## src/rtl/rr_lock_arbiter.sv

```systemverilog
// rr_lock_arbiter
// ---------------
// Four-requester round-robin arbiter with locked ownership. Once a requester
// wins, the grant is held until the owner releases it, drops its request, or
// (when MAX_HOLD is nonzero) the tenure reaches MAX_HOLD cycles. Every tenure
// is followed by a one-cycle GAP with no grant before arbitration resumes.
//
// Handshake: req is a level. A requester keeps its req bit high for as long
// as it wants the resource. grant is registered and one-hot; a requester owns
// the resource in every cycle its grant bit is high. release_pulse is a
// one-cycle strobe sampled only from the current owner; release bits of
// non-owners, or any release bit outside a tenure, are ignored.
//
// Ports
//   clk            sole clock, rising edge
//   reset          asynchronous, active-low reset
//   req[3:0]       request level, bit i = requester i
//   release_pulse  release strobe, bit i = requester i ("release" is a
//                  reserved word in SystemVerilog, hence the longer name)
//   grant[3:0]     registered one-hot grant, zero when nobody owns
//   grant_id[1:0]  index of the current owner, zero when grant is zero
//   ptr[1:0]       round-robin pointer: highest-priority index next time
//   timeout        high during the OWN cycle that ends on tenure expiry
//   state_dbg[1:0] FSM state (0 IDLE, 1 OWN, 2 GAP)

module rr_lock_arbiter #(
   parameter int unsigned MAX_HOLD = 16
) (
   input  logic       clk,
   input  logic       reset,
   input  logic [3:0] req,
   input  logic [3:0] release_pulse,
   output logic [3:0] grant,
   output logic [1:0] grant_id,
   output logic [1:0] ptr,
   output logic       timeout,
   output logic [1:0] state_dbg
);

   typedef enum logic [1:0] {
      ST_IDLE = 2'd0,
      ST_OWN  = 2'd1,
      ST_GAP  = 2'd2
   } state_t;

   localparam logic [7:0] HOLD_LIMIT = 8'(MAX_HOLD);
   localparam bit         LIMIT_EN   = (MAX_HOLD != 0);

   state_t     state, state_n;
   logic [3:0] grant_n;
   logic [1:0] grant_id_n;
   logic [1:0] ptr_n;
   logic [7:0] hold_cnt, hold_cnt_n;

   logic [3:0] mask;
   logic [3:0] masked_req;
   logic [1:0] win_id;
   logic       owner_rel;
   logic       owner_req;
   logic       expire;

   function automatic logic [1:0] lowest_set(input logic [3:0] v);
      logic [1:0] idx;
      idx = 2'd0;
      if (v[0])      idx = 2'd0;
      else if (v[1]) idx = 2'd1;
      else if (v[2]) idx = 2'd2;
      else if (v[3]) idx = 2'd3;
      return idx;
   endfunction

   // Priority mask: indices below ptr are excluded on the first pass; if
   // nothing survives the mask the search wraps to the full request vector.
   always_comb begin
      mask = 4'b1111;
      case (ptr)
         2'd0: mask = 4'b1111;
         2'd1: mask = 4'b1110;
         2'd2: mask = 4'b1100;
         2'd3: mask = 4'b1000;
         default: mask = 4'b1111;
      endcase
      masked_req = req & mask;
      win_id     = (masked_req != 4'b0000) ? lowest_set(masked_req) : lowest_set(req);
   end

   assign owner_rel = release_pulse[grant_id];
   assign owner_req = req[grant_id];
   assign expire    = LIMIT_EN && (hold_cnt == HOLD_LIMIT);

   always_comb begin
      state_n    = state;
      grant_n    = grant;
      grant_id_n = grant_id;
      ptr_n      = ptr;
      hold_cnt_n = hold_cnt;
      timeout    = 1'b0;
      case (state)
         ST_IDLE: begin
            if (req != 4'b0000) begin
               state_n    = ST_OWN;
               grant_n    = 4'b0001 << win_id;
               grant_id_n = win_id;
               hold_cnt_n = 8'd1;
            end
         end
         ST_OWN: begin
            if (owner_rel || !owner_req || expire) begin
               state_n    = ST_GAP;
               grant_n    = 4'b0000;
               grant_id_n = 2'd0;
               ptr_n      = grant_id + 2'd1;
               hold_cnt_n = 8'd0;
               // Release or request drop wins over expiry in the same cycle.
               timeout    = expire && !owner_rel && owner_req;
            end else begin
               hold_cnt_n = hold_cnt + 8'd1;
            end
         end
         ST_GAP: begin
            state_n = ST_IDLE;
         end
         default: begin
            state_n    = ST_IDLE;
            grant_n    = 4'b0000;
            grant_id_n = 2'd0;
            hold_cnt_n = 8'd0;
         end
      endcase
   end

   always_ff @(posedge clk or negedge reset) begin
      if (!reset) begin
         state    <= ST_IDLE;
         grant    <= 4'b0000;
         grant_id <= 2'd0;
         ptr      <= 2'd0;
         hold_cnt <= 8'd0;
      end else begin
         state    <= state_n;
         grant    <= grant_n;
         grant_id <= grant_id_n;
         ptr      <= ptr_n;
         hold_cnt <= hold_cnt_n;
      end
   end

   assign state_dbg = state;

endmodule

```

## config.mk

```make
export PLATFORM = sky130hd
export DESIGN_NAME = rr_lock_arbiter
export DESIGN_NICKNAME = d
export VERILOG_FILES = /design/src/rtl/rr_lock_arbiter.sv
export SDC_FILE = /design/constraint.sdc
export NUM_CORES = 1
export LEC_CHECK = 0
export CORE_UTILIZATION = 53
export CTS_CLUSTER_DIAMETER = 60
export CTS_CLUSTER_SIZE = 28
export DETAILED_ROUTE_END_ITERATION = 6
export GPL_ROUTABILITY_DRIVEN = 0
export GPL_TIMING_DRIVEN = 0
export HOLD_SLACK_MARGIN = 0.02
export PLACE_DENSITY = 0.86
export SYNTH_ARGS = -nofsm -noshare
export SYNTH_HDL_FRONTEND = slang
export SYNTH_SLANG_ARGS = --single-unit
```

## constraint.sdc

```tcl
create_clock -name clk -period 2.81 [get_ports clk]
set_input_delay 0.562 -clock clk [delete_from_list [all_inputs] [get_ports clk]]
set_output_delay 0.562 -clock clk [all_outputs]
set_load 0.005 [all_outputs]
```

==> key figures, run 1 <==
Finish
  – Commonest cells after routing, fill and taps aside: 18 x dfrtp_1, 16 x clkdlybuf4s50_1, 10 x o21ai_0
  – Fin util: 71.96%
  – Area Growth Syn to Fin: 26.82%
  – Nets@finish: approximately 140
  – Ant. Diodes: 0
  – Layout cells sized above 1: 9.600%
  – Most common cell after layout, fill and taps aside: dfrtp_1

Synth
  – Average size of a mapped cell: 9.700 µm²
  – Syn_nets: 113
  – Ys Warns: 0
  – Synth unique cells: 30
  – Synth Register Bits: 18
  – Mapped Area: 979.7 µm²
  – Mapped Cells: 101
  – Seq/Total Area, Yosys: 45.98%

Routing
  – Vias per inst: 5.467
  – Per-cell routed wire length: 13.79 µm
  – DR pass1 iterations: 4
  – DRT iter0 DRCs: 34
  – Vias: 820
  – Post-DRT Antenna Nets: 0
  – # DRC: 0
  – WL final: 2069 µm

Timing
  – Fin crit period: about 2.8 ns
  – Worst-Margin Slew: 0.8104 ns
  – Setup ws final: 0.05494 ns
  – Skew final: about 0.0032 ns
  – Worst relative slew slack: 45.80%
  – Hold Vio Cnt, Final: 0
  – Final period util: 98.04%
  – Final setup violation count: 0
  – RSZ-0062 raised after global routing: no
  – Setup tns final: 0 ns
  – Max Fclk: 363.0 MHz
  – Slew Viols, Final: 0

Die
  – Die Area: 0.002025 mm²
  – Core area: approximately 0.0017 mm²
  – Die Ht: 45.00 µm
  – Row count: 15
  – Top-level port count: 21
  – Die X: 45.00 µm
  – Starting Density: around 57%

Placed design
  – Post-Place Setup Slack: -0.07355 ns
  – Port Buffers: 20
  – Dpl hpwl: roughly 1600 µm

Power
  – VDD IR max: between 700 and 800 µV
  – Pwr/cell area: 819.9 mW/mm²
  – Leakage power: 0.6212 nW
  – Tot Pwr: 0.001019 W

Clock tree
  – H-tree levels: 1
  – CTS root buf: clkbuf_4
  – Clk slew on worst S/H paths: 0.10 ns
  – CTS Buf Count: 3
  – Clock Path Buffers: 2
  – CTS tree: yes
  – Post-CTS setup buffer count: 0
  – TritonCTS Sinks: 18
  – Worst-Skew Late Latency: 0.29 ns

Global route
  – Largest net degree at the start of global routing: 19
  – First-pass GRT wire length: 3215 µm
  – Number of antenna violations at the first check in global routing: 0
  – GRT overflow: 0
  – Vias in the first global route: 726
  – Aggregate global-route resource usage: between 20% and 30%

Worst setup path
  – CP arrival: 2.19 ns
  – Critical path data required time: 2.25 ns
  – Critical path class: in2out
  – Critical path launch point: release_pulse[3]
  – Critical Path Source Type: input pin
  – Reg-to-Reg Start: hold_cnt[0]
  – Crit path capture type: primary output
  – CP Max Fanout: 3

Worst hold path
  – Hold_sp: grant[0]
  – HP Class: reg2reg

Run status
  – Outcome: completed

Run
  – Max-Cap Viols: 0
-- stage by stage --
stage                     area (µm²)  hold WS (ns)  cells
after global routing            1242        0.5482    150
after detailed placement        1211        0.5034    146
final                           1242        0.5248    150
after CTS                       1242        0.5336    150
after global placement          1211        0.4921    146
after floorplan                979.7        0.2664    101
-- synthesized netlist by cell type --
library cell	n	share of area, %
a22o_1	4	3.6
a21oi_1	6	3.1
a21o_1	6	4.6
buf_2	1	0.51
mux2_2	1	1.1
nor2b_1	4	2.6
nand3_2	1	1.0
or4_4	1	1.1
a21boi_1	1	0.77
xnor2_1	1	0.89
and3b_1	1	0.89
dfrtp_1	18	46
o22ai_1	1	0.64
nor3_1	1	0.51
nand3_1	2	1.0
nor4_1	1	0.64
o21ai_0	10	5.1
o221ai_2	1	1.5
nor4b_1	1	0.89
nor2_1	9	3.4
a32o_1	1	1.0
ha_1	2	2.6
mux4_2	1	2.3
a211o_1	1	0.89
inv_1	9	3.4
or2_2	2	1.3
nor3b_1	5	3.8
and3_1	3	1.9
nand2b_1	2	1.3
nand2_1	4	1.5
-- worst max-delay path: stages --
cell and delay [ns]:
clkdlybuf4s50_1 0.47, nor2b_1 0.04, mux4_2 0.50, and3b_1 0.20, clkdlybuf4s50_1 0.43
-- final timing paths --
| path | to | slack (ns) | cells after the start |
|---|---|---|---|
| hold reg to reg | grant[0] | 0.52 | 1 |
| hold / removal | grant[0] | 0.52 | 1 |
| setup reg to reg | hold_cnt[7] | 0.89 | 7 |
| max in group asynchronous | grant[3] | 1.58 | 1 |
| min in group asynchronous | hold_cnt[0] | 0.73 | 1 |
| setup / recovery | timeout | 0.05 | 5 |
-- layer usage --
layer  wire length, µm  global-route usage [%]
met1              1005                   32.47
met2               948                   33.62
met3                81                   2.400
met4                33                   9.091
met5                 0                       0
-- final cells by class --
type                    count  area (µm²)
inverters                   9       33.78
repair buffers             20       195.2
flip-flops and latches     18       450.4
clock buffers               4       36.28
plain buffers               1       5.005
fillers                   141       484.2
multi-input cells          73       490.5
well taps                  25       31.28
-- report_power, final --
group / leakage, nW / total, W / internal, W / switching [W]
Clock: 0.0210 / 0.000159 / 0.0000790 / 0.0000795
Sequential: 0.235 / 0.000409 / 0.000332 / 0.0000765
Combinational: 0.365 / 0.000451 / 0.000241 / 0.000210
Total: 0.621 / 0.00102 / 0.000652 / 0.000366
-- state kept, by name, indices dropped and copies added, names as in the netlist --
register   count
hold_cnt       8
grant          4
grant_id       2
ptr            2
state_dbg      2
-- cell families (layout without fill, tap and decap cells) --
family	count (synthesis)	after routing	synth area share [%]
AO/OA/AOI/OAI	31	31	21.20
AND/OR/NAND/NOR	37	37	21.97
XOR/XNOR	1	1	0.8942
multiplexers	2	2	3.448
flip-flops	18	18	45.98
buffers and inverters	10	34	3.958
adder cells (fa/ha/maj)	2	2	2.554
-- repair_timing --
item / CTS / global route
resized for setup: 4 / 0
endpoints found under the setup margin: 1 / 0
hold buffers: 0 / 0
No activity file was read; power rests on OpenSTA's default activity.
==> inputs of run 2 (changes only) <==
--- a/config.mk
+++ b/config.mk
@@ -5,12 +5,13 @@
 export SDC_FILE = /design/constraint.sdc
 export NUM_CORES = 1
 export LEC_CHECK = 0
+export CORE_MARGIN = 1.5
 export CORE_UTILIZATION = 53
 export CTS_CLUSTER_DIAMETER = 60
 export CTS_CLUSTER_SIZE = 28
 export DETAILED_ROUTE_END_ITERATION = 6
 export GPL_ROUTABILITY_DRIVEN = 0
-export GPL_TIMING_DRIVEN = 0
+export GPL_TIMING_DRIVEN = 1
 export HOLD_SLACK_MARGIN = 0.02
 export PLACE_DENSITY = 0.86
 export SYNTH_ARGS = -nofsm -noshare
==> run 2 against run 1 <==
Clock skew up 0.0069 ns; cell count up 5.3%; clock power about the same; die area up 4.5%; sequential share of layout area down 1.9 points; sequential cell count unchanged; cell area up 5.6%; setup slack better by 0.28 ns; critical path type unchanged; highest routed layer unchanged; non-clock buffer count up 8; combinational power up 10%.
==> key figures, run 2 (synthesis results as in run 1) <==
Run status
  – Outcome: completed (unchanged)

Die
  – Row count: 15 (unchanged)
  – Die Ht: 46.00 µm (was 45.00 µm)
  – Core area: 0.001727 mm² (unchanged)
  – Die Area: 0.002116 mm² (was 0.002025 mm²)
  – Top-level port count: 21 (unchanged)
  – Starting Density: 56.74% (unchanged)
  – Die X: 46.00 µm (was 45.00 µm)

Clock tree
  – Post-CTS setup buffer count: 0 (unchanged)
  – H-tree levels: 1 (unchanged)
  – CTS Buf Count: 3 (unchanged)
  – Worst-Skew Late Latency: 0.30 ns (was 0.29 ns)
  – Clock Path Buffers: 2 (unchanged)
  – Clk slew on worst S/H paths: 0.11 ns (was 0.10 ns)
  – CTS tree: yes (unchanged)
  – TritonCTS Sinks: 18 (unchanged)
  – CTS root buf: clkbuf_4 (unchanged)

Placed design
  – Port Buffers: 20 (unchanged)
  – DP Cell Count: 154 (was 146)
  – Dpl hpwl: 1811 µm (was 1566 µm)

Finish
  – Fillcell total: 132 (was 141)
  – Area Growth Syn to Fin: 33.97% (was 26.82%)
  – Nets@finish: 146 (was 138)
  – Most flop-heavy register: hold_cnt (unchanged)
  – Most common cell after layout, fill and taps aside: clkdlybuf4s50_1 (was dfrtp_1)
  – Layout Cells excl Fill: 158 (was 150)
  – Layout cells sized above 1: 15.04% (was 9.600%)
  – Biggest regs: hold_cnt x8, grant x4 (unchanged)
  – Ant. Diodes: 0 (unchanged)
  – Commonest cells after routing, fill and taps aside: 19 x clkdlybuf4s50_1, 18 x dfrtp_1, 10 x o21ai_0 (was 18 x dfrtp_1, 16 x clkdlybuf4s50_1, 10 x o21ai_0)
  – Max reg flops: 8 (unchanged)

Routing
  – WL final: 2398 µm (was 2069 µm)
  – DRT iter0 DRCs: 16 (was 34)
  – Post-DRT Antenna Nets: 0 (unchanged)
  – DR pass1 iterations: 4 (unchanged)
  – Vias per inst: 5.646 (was 5.467)
  – # DRC: 0 (unchanged)
  – Vias: 892 (was 820)
  – Per-cell routed wire length: 15.18 µm (was 13.79 µm)

Timing
  – Worst relative slew slack: 46.29% (was 45.80%)
  – Slew Viols, Final: 0 (unchanged)
  – Worst-Margin Slew: 0.8032 ns (was 0.8104 ns)
  – Final setup violation count: 0 (unchanged)
  – Hold Vio Cnt, Final: 0 (unchanged)
  – Final period util: 88.23% (was 98.04%)
  – Fin crit period: 2.479 ns (was 2.755 ns)
  – RSZ-0062 raised after global routing: no (unchanged)
  – Max Fclk: 403.4 MHz (was 363.0 MHz)
  – Setup tns final: 0 ns (unchanged)
  – Skew final: 0.01010 ns (was 0.003154 ns)

Global route
  – Vias in the first global route: 906 (was 726)
  – GRT overflow: 0 (unchanged)
  – First-pass GRT wire length: 3857 µm (was 3215 µm)
  – Largest net degree at the start of global routing: 19 (unchanged)
  – Number of antenna violations at the first check in global routing: 0 (unchanged)
  – Aggregate global-route resource usage: 26.79% (was 22.20%)

Worst setup path
  – Slowest-stage cell, CP: mux4_2 (unchanged)
  – Worst-path cell chain: clkdlybuf4s50_1, nor2b_1, mux4_2, and3b_1, dlymetal6s2s_1 (was clkdlybuf4s50_1, nor2b_1, mux4_2, and3b_1, clkdlybuf4s50_1)
  – Slowest cell delay on critical path: 0.46 ns (was 0.50 ns)
  – Worst Reg-to-Reg Cells: 6 (was 7)
  – Critical path class: in2out (unchanged)
  – Crit path capture type: primary output (unchanged)
  – Worst path bufs/invs: 2 (unchanged)
  – Critical Path Source Type: input pin (unchanged)
  – CP Max Fanout: 2 (was 3)
  – CP arrival: 1.92 ns (was 2.19 ns)
  – CP top delay family: buffers and inverters (unchanged)
  – Crit path depth: 5 (unchanged)
  – Critical path data required time: 2.25 ns (about the same)

Power
  – VDD IR max: 573.9 µV (was 711.7 µV)
  – Pwr/cell area: 816.9 mW/mm² (was 819.9 mW/mm²)
  – Leakage power: 0.6755 nW (was 0.6212 nW)
  – Tot Pwr: 0.001072 W (was 0.001019 W)

Worst hold path
  – Hold Path Depth: 1 (unchanged)
  – HP Class: reg2reg (unchanged)

Run
  – Max-Cap Viols: 0 (unchanged)
## run 2: cell types whose count changed in the layout (fill, tap and decap cells not counted)
cell / change
dlymetal6s2s_1: +1
clkdlybuf4s50_1: +3
buf_4: +9
dlygate4sd2_1: -4
buf_2: -1
## run 2: power by group
| group | internal (W) | total, W | switching [W] |
|---|---|---|---|
| Combinational | 0.000272 | 0.000496 | 0.000225 |
| Clock | 0.0000790 | 0.000162 | 0.0000828 |
| Sequential | 0.000332 | 0.000414 | 0.0000817 |
## run 2: timing repair
item,in CTS,in global routing
hold endpoints to repair,0,0
endpoints found under the setup margin,0,1
resized for setup,0,1
hold buffers,0,0
## run 2: final cells by class
cell class                 count  area (µm²)  area share, %
clock buffer                   4       36.28          2.765
inverter                       9       33.78          2.574
multi-input combinational     73       490.5          37.37
tap                           25       31.28          2.383
sequential                    18       450.4          34.32
timing repair buffer          29       270.3          20.59
## run 2: worst register-to-register path: cells and delay by family, from the launching register on
family                 cells  cell delay (ns)
muxes                      1             0.54
AOI/OAI and AO/OA          1             0.23
and+or+nand+nor            2             0.20
DFF                        1             0.48
buffers and inverters      2             0.33
## run 2: per-layer routing
metal | vias up | track usage [%] | share of wire [%] | routed length (µm)
li1 | 428 | - | - | -
met3 | 9 | 5.159 | 3.5 | 83
met1 | 427 | 31.14 | 42 | 1003
met5 | - | 0 | 0 | 0
met4 | 0 | 16.00 | 3.7 | 89
met2 | 28 | 45.00 | 51 | 1222
## run 2: path summary, 6_finish.rpt
| check | from | to | slack, ns |
|---|---|---|---|
| min in group asynchronous | reset | state_dbg[1] | 0.71 |
| max in group asynchronous | reset | hold_cnt[0] | 1.59 |
| setup / recovery | req[0] | timeout | 0.33 |
| setup reg to reg | grant_id[0] | grant[1] | 0.92 |
| hold / removal | grant[2] | grant[2] | 0.52 |
| hold reg to reg | grant[2] | grant[2] | 0.52 |
## run 2: metrics by stage
step                util [%]  hold WS [ns]  worst slack (ns)  area [µm²]
detailed placement     73.77        0.4905           0.03638        1274
finish                 76.01        0.5249            0.3308        1313
CTS                    75.87        0.5289           0.03229        1310
floorplan                  -        0.2664            0.8947       979.7
global placement       73.77        0.4880           0.06354        1274
global route           76.01        0.5494            0.2844        1313
==> inputs of run 3 (changes only) <==
--- a/config.mk
+++ b/config.mk
@@ -5,15 +5,16 @@
 export SDC_FILE = /design/constraint.sdc
 export NUM_CORES = 1
 export LEC_CHECK = 0
+export CORE_ASPECT_RATIO = 1.5
 export CORE_MARGIN = 1.5
-export CORE_UTILIZATION = 53
+export CORE_UTILIZATION = 45
 export CTS_CLUSTER_DIAMETER = 60
 export CTS_CLUSTER_SIZE = 28
 export DETAILED_ROUTE_END_ITERATION = 6
 export GPL_ROUTABILITY_DRIVEN = 0
 export GPL_TIMING_DRIVEN = 1
 export HOLD_SLACK_MARGIN = 0.02
-export PLACE_DENSITY = 0.86
+export PLACE_DENSITY = 0.75
 export SYNTH_ARGS = -nofsm -noshare
 export SYNTH_HDL_FRONTEND = slang
 export SYNTH_SLANG_ARGS = --single-unit
==> run 3 against run 2 <==
Power down 2.9%; fmax down 0.12%; clock skew down 0.0018 ns; combinational power down 4.6%.
==> key figures, run 3 (synthesis results as in run 1) <==
Power
  – VDD IR max: 509.6 µV (was 573.9 µV)
  – Leakage power: 0.6730 nW (was 0.6755 nW)
  – Tot Pwr: 0.001041 W (was 0.001072 W)
  – Pwr/cell area: 796.5 mW/mm² (was 816.9 mW/mm²)

Worst hold path
  – HP Class: reg2reg (unchanged)

Routing
  – Vias: 863 (was 892)
  – # DRC: 0 (unchanged)
  – Per-cell routed wire length: 14.04 µm (was 15.18 µm)
  – Vias per inst: 5.604 (was 5.646)
  – DR pass1 iterations: 4 (unchanged)
  – DRT iter0 DRCs: 11 (was 16)
  – Post-DRT Antenna Nets: 0 (unchanged)
  – WL final: 2162 µm (was 2398 µm)

Timing
  – Slew Viols, Final: 0 (unchanged)
  – Skew final: 0.008265 ns (was 0.01010 ns)
  – Worst relative slew slack: 44.00% (was 46.29%)
  – Setup tns final: 0 ns (unchanged)
  – Setup ws final: 0.3278 ns (was 0.3308 ns)
  – Final period util: 88.34% (was 88.23%)
  – Fin crit period: 2.482 ns (was 2.479 ns)
  – Max Fclk: 402.9 MHz (was 403.4 MHz)
  – Hold Vio Cnt, Final: 0 (unchanged)
  – Final setup violation count: 0 (unchanged)
  – RSZ-0062 raised after global routing: no (unchanged)
  – Worst-Margin Slew: 0.8374 ns (was 0.8032 ns)

Die
  – Die Area: 0.002472 mm² (was 0.002116 mm²)
  – Die Ht: 60.15 µm (was 46.00 µm)
  – Die X: 41.10 µm (was 46.00 µm)
  – Core area: 0.002052 mm² (was 0.001727 mm²)
  – Starting Density: 47.74% (was 56.74%)
  – Top-level port count: 21 (unchanged)
  – Row count: 20 (was 15)

Placed design
  – Dpl hpwl: 1647 µm (was 1811 µm)
  – Post-Place Setup Slack: 0.02863 ns (was 0.03638 ns)
  – Port Buffers: 20 (unchanged)
  – Area after DPL: 0.001262 mm² (was 0.001274 mm²)

Worst setup path
  – Crit path capture type: primary output (unchanged)
  – CP Max Fanout: 2 (unchanged)
  – Slowest-stage cell, CP: mux4_2 (unchanged)
  – Slowest cell delay on critical path: 0.46 ns (about the same)
  – Critical path data required time: 2.25 ns (about the same)
  – Worst-path cell chain: clkdlybuf4s50_1, nor2b_1, mux4_2, and3b_1, dlymetal6s2s_1 (unchanged)
  – CP top delay family: buffers and inverters (unchanged)
  – Critical path class: in2out (unchanged)
  – Critical Path Source Type: input pin (unchanged)
  – CP arrival: 1.92 ns (about the same)
  – Worst path bufs/invs: 2 (unchanged)

Finish
  – Biggest regs: hold_cnt x8, grant x4 (unchanged)
  – Ant. Diodes: 0 (unchanged)
  – Area Growth Syn to Fin: 33.46% (was 33.97%)
  – Most flop-heavy register: hold_cnt (unchanged)
  – Fin util: 63.72% (was 76.01%)
  – Nets@finish: 145 (was 146)
  – Most common cell after layout, fill and taps aside: clkdlybuf4s50_1 (unchanged)
  – Layout cells sized above 1: 15.15% (was 15.04%)
  – Design area: 0.001308 mm² (was 0.001313 mm²)
  – Max reg flops: 8 (unchanged)
  – Commonest cells after routing, fill and taps aside: 19 x clkdlybuf4s50_1, 18 x dfrtp_1, 10 x o21ai_0 (unchanged)

Global route
  – GRT overflow: 0 (unchanged)
  – Vias in the first global route: 842 (was 906)
  – First-pass GRT wire length: 3470 µm (was 3857 µm)
  – Number of antenna violations at the first check in global routing: 0 (unchanged)
  – Largest net degree at the start of global routing: 19 (unchanged)
  – Aggregate global-route resource usage: 20.59% (was 26.79%)

Clock tree
  – TritonCTS Sinks: 18 (unchanged)
  – CTS root buf: clkbuf_4 (unchanged)
  – H-tree levels: 1 (unchanged)
  – Clock Path Buffers: 2 (unchanged)
  – CTS tree: yes (unchanged)
  – CTS Buf Count: 3 (unchanged)
  – Worst-Skew Late Latency: 0.30 ns (about the same)
  – Clk slew on worst S/H paths: 0.10 ns (was 0.11 ns)

Run status
  – Outcome: completed (unchanged)

Run
  – Max-Cap Viols: 0 (unchanged)
run 3: routing by layer:
metal | vias to the layer above | GRT usage [%] | routed length [µm]
li1 | 422 | - | -
met3 | 4 | 3.346 | 74
met4 | 0 | 6.912 | 29
met5 | - | 0 | 0
met2 | 14 | 35.71 | 1154
met1 | 423 | 24.45 | 904
run 3: where the power goes:
| group | total (W) | switching, W | leakage [nW] | internal [W] |
|---|---|---|---|---|
| clock | 0.000160 | 0.0000814 | 0.0210 | 0.0000790 |
| combinational | 0.000473 | 0.000209 | 0.417 | 0.000265 |
| sequential | 0.000408 | 0.0000756 | 0.235 | 0.000332 |
| total | 0.00104 | 0.000366 | 0.673 | 0.000676 |
run 3: worst paths after layout:
check / start / to / slack, ns / depth (start not counted)
max in group asynchronous: reset / hold_cnt[2] / 1.55 / 1
min: grant[3] / grant[3] / 0.52 / 1
max reg2reg: hold_cnt[0] / hold_cnt[7] / 0.85 / 7
min reg2reg: grant[3] / grant[3] / 0.52 / 1
min in group asynchronous: reset / hold_cnt[5] / 0.73 / 1
max: req[0] / timeout / 0.33 / 5
run 3: worst reg2reg max path: cells and delay by family (launching register included):
kind / cells / cell delay (ns)
fa+ha+maj: 1 / 0.20
simple gates: 4 / 1.07
buf+inv: 1 / 0.06
compound gates: 1 / 0.16
flops: 1 / 0.41
run 3: layout make-up:
type / count / area, µm²
inverters: 9 / 33.78
fillers: 175 / 744.5
clock buffers: 4 / 36.28
well taps: 22 / 27.53
repair buffers: 28 / 262.8
multi-input cells: 73 / 496.7
flip-flops and latches: 18 / 450.4
run 3: through the flow:
step	std cells	hold slack, ns
detailed placement	150	0.4909
global route	154	0.5510
floorplan	101	0.2664
finish	154	0.5175
global placement	150	0.4822
CTS	154	0.5204
run 3: timing repair:
action,4_1_cts,5_1_grt
buffers inserted,0,0
endpoints found under the setup margin,0,1
resized for setup,0,2
hold buffers,0,0
